`src/rtl/spec_dep_table.sv`:
```
// spec_dep_table: speculative branch dependency table with selective kill on mispredict
module spec_dep_table #(
  parameter int NTAG = 5,
  parameter int WAYS = 2
) (
  input  logic                       clk,
  input  logic                       reset,
  input  logic [WAYS-1:0]            alloc_en,
  input  logic [WAYS*NTAG-1:0]       alloc_tag,
  input  logic                       resolve_valid,
  input  logic [NTAG-1:0]            resolve_tag,
  input  logic                       resolve_miss,
  input  logic [NTAG-1:0]            query_tag,
  output logic [NTAG-1:0]            query_mask,
  output logic [NTAG-1:0]            tag_valid,
  output logic [NTAG-1:0]            free_mask,
  output logic [$clog2(NTAG+1)-1:0]  free_cnt,
  output logic                       kill_valid,
  output logic [NTAG-1:0]            kill_mask,
  output logic                       err
);
  localparam int CW = $clog2(NTAG + 1);
  logic [NTAG-1:0] dep   [NTAG];
  logic [NTAG-1:0] dep_n [NTAG];
  logic [NTAG-1:0] kill_set, retired, killed, clr, valid_n, seen, a;
  logic miss, bad;
  assign miss      = resolve_valid & resolve_miss;
  assign free_mask = ~tag_valid;
  always_comb begin
    query_mask = '0;
    kill_set   = '0;
    free_cnt   = '0;
    for (int c = 0; c < NTAG; c++) begin
      query_mask[c] = |(dep[c] & query_tag);
      kill_set[c]   = |(dep[c] & resolve_tag);
      free_cnt      = free_cnt + CW'(free_mask[c]);
    end
  end
  always_comb begin
    retired = (resolve_valid & ~resolve_miss) ? resolve_tag : '0;
    killed  = miss ? kill_set : '0;
    clr     = retired | killed;
    valid_n = tag_valid & ~clr;
    seen    = '0;
    a       = '0;
    bad     = resolve_valid && (!$onehot(resolve_tag) || |(resolve_tag & ~tag_valid));
    for (int r = 0; r < NTAG; r++)
      dep_n[r] = clr[r] ? '0 : dep[r] & ~clr;
    for (int w = 0; w < WAYS; w++) begin
      a = alloc_tag[w*NTAG +: NTAG];
      if (alloc_en[w]) begin
        bad = bad || !$onehot(a) || |(a & (tag_valid | seen));
        if (!miss) begin
          for (int r = 0; r < NTAG; r++)
            if (a[r]) dep_n[r] = a | valid_n;
          valid_n = valid_n | a;
        end
        seen = seen | a;
      end
    end
  end
  always_ff @(posedge clk) begin
    if (reset) begin
      tag_valid  <= '0;
      kill_valid <= 1'b0;
      kill_mask  <= '0;
      err        <= 1'b0;
      for (int r = 0; r < NTAG; r++) dep[r] <= '0;
    end else begin
      tag_valid  <= valid_n;
      kill_valid <= miss;
      kill_mask  <= killed;
      err        <= err | bad;
      for (int r = 0; r < NTAG; r++) dep[r] <= dep_n[r];
    end
  end
endmodule

```
`config.mk`:
```
export PLATFORM = sky130hd
export DESIGN_NAME = spec_dep_table
export DESIGN_NICKNAME = d
export VERILOG_FILES = /design/src/rtl/spec_dep_table.sv
export SDC_FILE = /design/constraint.sdc
export NUM_CORES = 1
export LEC_CHECK = 0
export CORE_ASPECT_RATIO = 1.5
export CORE_UTILIZATION = 40
export CTS_CLUSTER_SIZE = 28
export DETAILED_ROUTE_END_ITERATION = 8
export PLACE_DENSITY = 0.68
export SYNTH_ARGS = -nofsm -noshare
export SYNTH_HDL_FRONTEND = slang
export SYNTH_SLANG_ARGS = --single-unit
```
`constraint.sdc`:
```
create_clock -name clk -period 2.2 [get_ports clk]
set_input_delay 0.44 -clock clk [delete_from_list [all_inputs] [get_ports clk]]
set_output_delay 0.44 -clock clk [all_outputs]
set_load 0.005 [all_outputs]
```
# Word-level counts from Yosys, hierarchy flattened
# Memories as Yosys holds them, arrays and structs flattened.
# Index checks and enable logic that the tools add are counted.
[classes]
n_addsub = 16
eq_ne = 3
muxes = 36
bitwise = 34
n_reduce_logical = 22
[ops]
columns = ["op", "n"]
rows = [
  ["$mux 5", 27],
  ["$mux 25", 4],
  ["$and 5x5->5", 19],
  ["$reduce_or 5->1", 13],
  ["$or 5x5->5", 4],
  ["$add 3x1->3", 5],
  ["$add 1x1->2", 7],
  ["$not 5->5", 2],
  ["$add 2x2->3", 3],
  ["$eq 3x1->1 const B", 3],
  ["$or 1x1->1", 6],
  ["$logic_or 1x1->1", 5],
  ["$mux 1", 5],
  ["$add 2x1->3", 1],
  ["$logic_not 1->1", 3],
  ["$and 1x1->1", 2],
  ["$logic_and 1x1->1", 1],
  ["$not 1->1", 1],
]
[totals]
reg_bits = 12
mem_bits_rw = 25
input_bits = 26
output_inout_bits = 25
mem_count = 1
[mem_list]
columns = ["name", "depth", "width", "read_ports", "rd_ports_with_merged_regs", "write_ports", "line_no", "source"]
rows = [
  ["dep", 5, 5, 5, 0, 5, "23", "logic [NTAG-1:0] dep [NTAG];"],
]

# Logic depth before layout (Yosys ltp)
# Gate-level depths: netlist of the first run.
[depth]
ltp_word = 14
mapped_depth = 9
ltp_nobuf = 9

# Worst setup path after synthesis of the first run
# OpenSTA, ideal clock, no wires.
[synth_timing]
kind = "input to register"
from = "input port alloc_tag[5]"
to = "register err"
setup_ns = 0.132
arrival_time_ns = 2.165
slack_ns = -0.096
stages = 9
path_cell_list = "fa_1 > inv_1 > fa_1 > inv_1 > ha_1 > nor3_1 > o21ai_0 > o31ai_1 > a31oi_1"
[synth_between]
elab_chain_cells = 9
[synth_rtl]
columns = ["element", "line_no", "source"]
rows = [
  ["start, declared", "9", "input logic [WAYS*NTAG-1:0] alloc_tag,"],
  ["$add 1x1->2 (implied by the code)", "52", "bad = bad || !$onehot(a) || |(a & (tag_valid | seen));"],
  ["$add 2x2->3 (implied by the code)", "52", ""],
  ["$add 3x1->3 (implied by the code)", "52", ""],
  ["$eq 3x1->1", "52", ""],
  ["$logic_not 1->1", "52", ""],
  ["$logic_or 1x1->1", "52", ""],
  ["$logic_or 1x1->1 *", "52", ""],
  ["$mux 1 *", "51", "if (alloc_en[w]) begin"],
  ["$or 1x1->1 *", "73", "err <= err | bad;"],
  ["end signal, assigned", "73", ""],
  ["end, declared", "20", "output logic err"],
]
# Mark *: on every way between the ends. The rest lies on a longest branch, timed or not.
# A chain may end at the register's enable or synchronous reset.

# Worst setup path after layout of the first run
[layout_timing]
from = "register tag_valid[0]"
to = "output port free_cnt[1]"
[layout_between]
elab_chain_cells = 5
[layout_rtl]
columns = ["element", "line_no", "source"]
rows = [
  ["start, declared", "15", "output logic [NTAG-1:0] tag_valid,"],
  ["start signal, assigned", "70", "tag_valid <= valid_n;"],
  ["$not 5->5", "28", "assign free_mask = ~tag_valid;"],
  ["$add 1x1->2", "36", "free_cnt = free_cnt + CW'(free_mask[c]);"],
  ["$add 2x1->3", "36", ""],
  ["$add 3x1->3 (2 in a row)", "36", ""],
  ["end, declared", "17", "output logic [$clog2(NTAG+1)-1:0] free_cnt,"],
]
# No other way between the ends.

==> impl_results.md, run 1 <==
* Least-Margin Pin Slew at 0.474 ns
* Endpoint class of the critical path: output pin
* Commonest non-fill, non-tap cells in the layout: buf_4, dfxtp_1, clkdlybuf4s50_1, a21oi_1, nand2_1
* IO Pins at 51
* Peak supply drop at 245 uV
* Routed Antenna Nets at 0
* Total track usage at 28.9%
* Hold Path Sink: dep[0][6]
* H-tree levels at 2
* Net count, final at 398
* Synthesized area at 2260 um^2
* Post-Syn Instances at 257
* Hold Crit Depth at 2
* Cell internal pwr at 1.44 mW
* Crit-path max cell delay at 0.49 ns
* Final instance area at 3350 um^2
* Crit path max-delay cell type: fa_1
* Die X at 63.4 um
* Failing checks: setup timing
* Hold Path Origin: dep[0][6]
* Syn_nets at 295
* Die H at 94.2 um
* Overflow after GRT at 0
* Gpl congestion at 0.922
* CP max FO at 2
* Max-slew violations at 0
* Ys Warns at 0
* Inserted Diodes at 0
* Seq cells post-synth at 37
* Storage cell area at 743 um^2
* Cell family with the largest share of critical-path delay: adder cells
* Launching point of the worst reg2reg path: dep[0][20]
* CTS tree: built
* Sequential share of power at 36.8%
* Tcrit/Tclk final at 106%
* Data required time of the worst path at 1.76 ns
* Row count at 33
* Hold WC Path Type: flop to flop
* Share of layout cells above drive strength 1 at 30.2%
* Max-cap viol count at 0
* Combinational power share at 33.0%
* Status: finished, violations left
* Seq/Total Area, Yosys at 32.7%
* Worst path arrival time at 1.90 ns
* Overall power at 2.07 mW
* DRC errors left at 0
* DRT Pass-1 Iters at 8
* CP Class: flop to output pin
* CTS root buf: clkbuf_8
* PD cells at 619 nW/um^2
* Synth top area share at 32.7%
* CTS hold repair buffers at 0
* Worst slew margin at 68.4%
* Footprint of the multi-input gates at 1340 um^2
* Vias at 2662
* Crit path cell chain: inv_2 -> fa_1 -> fa_2 -> ha_4 -> buf_6
* Antenna violations before repair at 0
* Leakage at 1.39 nW
* Final setup skew at 0.00707 ns
* CTS buffer count at 5
* Post-DP HPWL at 6210 um
* Clock transition at the registers of the reported paths at 0.08 ns
* Setup violations, final at 3
* Reg-to-reg endpoint: dep[0][14]
* CTS sink count at 37
* Setup crit start kind: flop
* Port Buffers at 50
* Vias per std cell at 6.18
* Largest net degree at the start of global routing at 22
* R2R cell count at 5
* Largest area contributor in the netlist: dfxtp_1
* Worst hold slack at 0.501 ns
* Vias in the first global route at 2642
* Final wirelength at 8150 um
* Fillers at 527
* Final Hold Vio Count at 0
* Syn-to-layout area delta at 47.7%
* Placed inst area at 3200 um^2
* Wire per inst at 18.9 um
* RSZ-0062 raised after global routing: yes
* Die area at 5970 um^2
* Commonest non-fill, non-tap cell in the layout: buf_4
* First-pass GRT wire length at 13100 um
* Avg Inst Size Synth at 8.81 um^2
* Final min period at 2.34 ns
* Core area at 5450 um^2
* Sw Share at 30.5%
* Clock share of power at 30.1%
* CTS Buffer Depth at 2
* Initial Util at 41.6%
* Psw at 631 uW
* Worst R2R Setup Slack at 0.52 ns
* Fin util at 61.4%
* Synth cell types at 25
* Top cells by area, synth: dfxtp_1, o221ai_1, fa_1, nand4_1, a21oi_1
* WP buf/inv at 2
* Worst Setup Slack, final at -0.138 ns
* DR iter-0 viols at 395
* Max Clk Rate at 428 MHz
* Clock latency on the worst-skew pair at 0.30 ns
-- cell families after synthesis --
| logic type | share of synthesized area [%] |
|---|---|
| AO/OA/AOI/OAI | 35.2 |
| adder cells (fa/ha/maj) | 9.28 |
| buffers and inverters | 9.34 |
| flip-flops | 32.7 |
| AND/OR/NAND/NOR | 13.4 |
-- registers in the layout (all words and copies together), names as in the netlist --
name,cells
dep,25
kill_mask,5
tag_valid,5
err,1
kill_valid,1
-- synth_stat cells --
cell type / number
a21oi_1: 29
a21oi_2: 8
a222oi_1: 12
a22o_1: 5
a22oi_1: 12
a31o_2: 10
a31oi_1: 1
a41o_1: 1
buf_2: 1
buf_6: 8
clkbuf_1: 8
dfxtp_1: 37
fa_1: 8
ha_1: 4
inv_1: 23
nand2_1: 26
nand3_1: 6
nand4_1: 25
nor2_1: 1
nor3_1: 2
o21ai_0: 6
o221ai_1: 20
o22ai_1: 2
o31ai_1: 1
or2_2: 1
-- area by class of cell --
cell class                      count  share of cell area, %
Multi-Input combinational cell    180                   40.1
Tap cell                           70                   2.62
Inverter                           23                   2.58
Clock buffer                        6                   2.47
Clock inverter                      2                   1.12
Timing Repair Buffer              113                   28.9
Sequential cell                    37                   22.2
-- per-layer routing --
layer | global-route usage (%) | vias up | wire length, um
li1 | - | 1225 | -
met1 | 32.5 | 1237 | 2990
met2 | 51.8 | 169 | 4240
met3 | 4.00 | 31 | 574
met4 | 15.2 | 0 | 350
met5 | 0 | - | 0
-- what timing repair did --
item,CTS,global route
pin swaps,13,7
endpoints found under the setup margin,9,9
setup buffers,1,1
resized for setup,43,7
-- power by group through the flow --
stage | clock, mW | sequential [mW] | combinational (mW)
5_1_grt | 0.664 | 0.767 | 0.742
3_3_place_gp | 0 | 0.773 | 0.650
2_1_floorplan | 0 | 0.769 | 0.299
3_5_place_dp | 0 | 0.775 | 0.659
6_report | 0.624 | 0.763 | 0.684
4_1_cts | 0.629 | 0.760 | 0.667
-- per-stage QoR --
stage | setup TNS (ns) | setup slack, ns | std cells
global placement | -2.09 | -0.550 | 421
floorplan | 0 | 0.00677 | 257
CTS | -0.366 | -0.181 | 430
global route | -0.462 | -0.206 | 431
finish | -0.260 | -0.138 | 431
detailed placement | -2.15 | -0.562 | 421
-- worst min-delay path: cells and delay by family, from the launching register on --
family | cells | cell delay [ns]
compound gates | 1 | 0.05
flops | 1 | 0.34
simple gates | 1 | 0.06
-- worst max path at each step --
| stage | from | endpoint | slack [ns] | cells after the start |
|---|---|---|---|---|
| CTS | tag_valid[1] | free_cnt[1] | -0.18 | 5 |
| finish | tag_valid[0] | free_cnt[1] | -0.14 | 5 |
| global route | tag_valid[0] | free_cnt[1] | -0.21 | 5 |
| detailed placement | alloc_tag[5] | err | -0.56 | 10 |
| floorplan | alloc_tag[5] | err | 0.007 | 9 |
| global placement | alloc_tag[5] | err | -0.55 | 10 |
No activity file was read; power rests on OpenSTA's default activity.
==> inputs of run 2 (changes only) <==
--- a/config.mk
+++ b/config.mk
@@ -10,6 +10,7 @@
 export CTS_CLUSTER_SIZE = 28
 export DETAILED_ROUTE_END_ITERATION = 8
 export PLACE_DENSITY = 0.68
+export SLEW_MARGIN = 15
 export SYNTH_ARGS = -nofsm -noshare
 export SYNTH_HDL_FRONTEND = slang
 export SYNTH_SLANG_ARGS = --single-unit
==> results of run 2 <==
Final layout, timing and power as in run 1 (identical DEF).
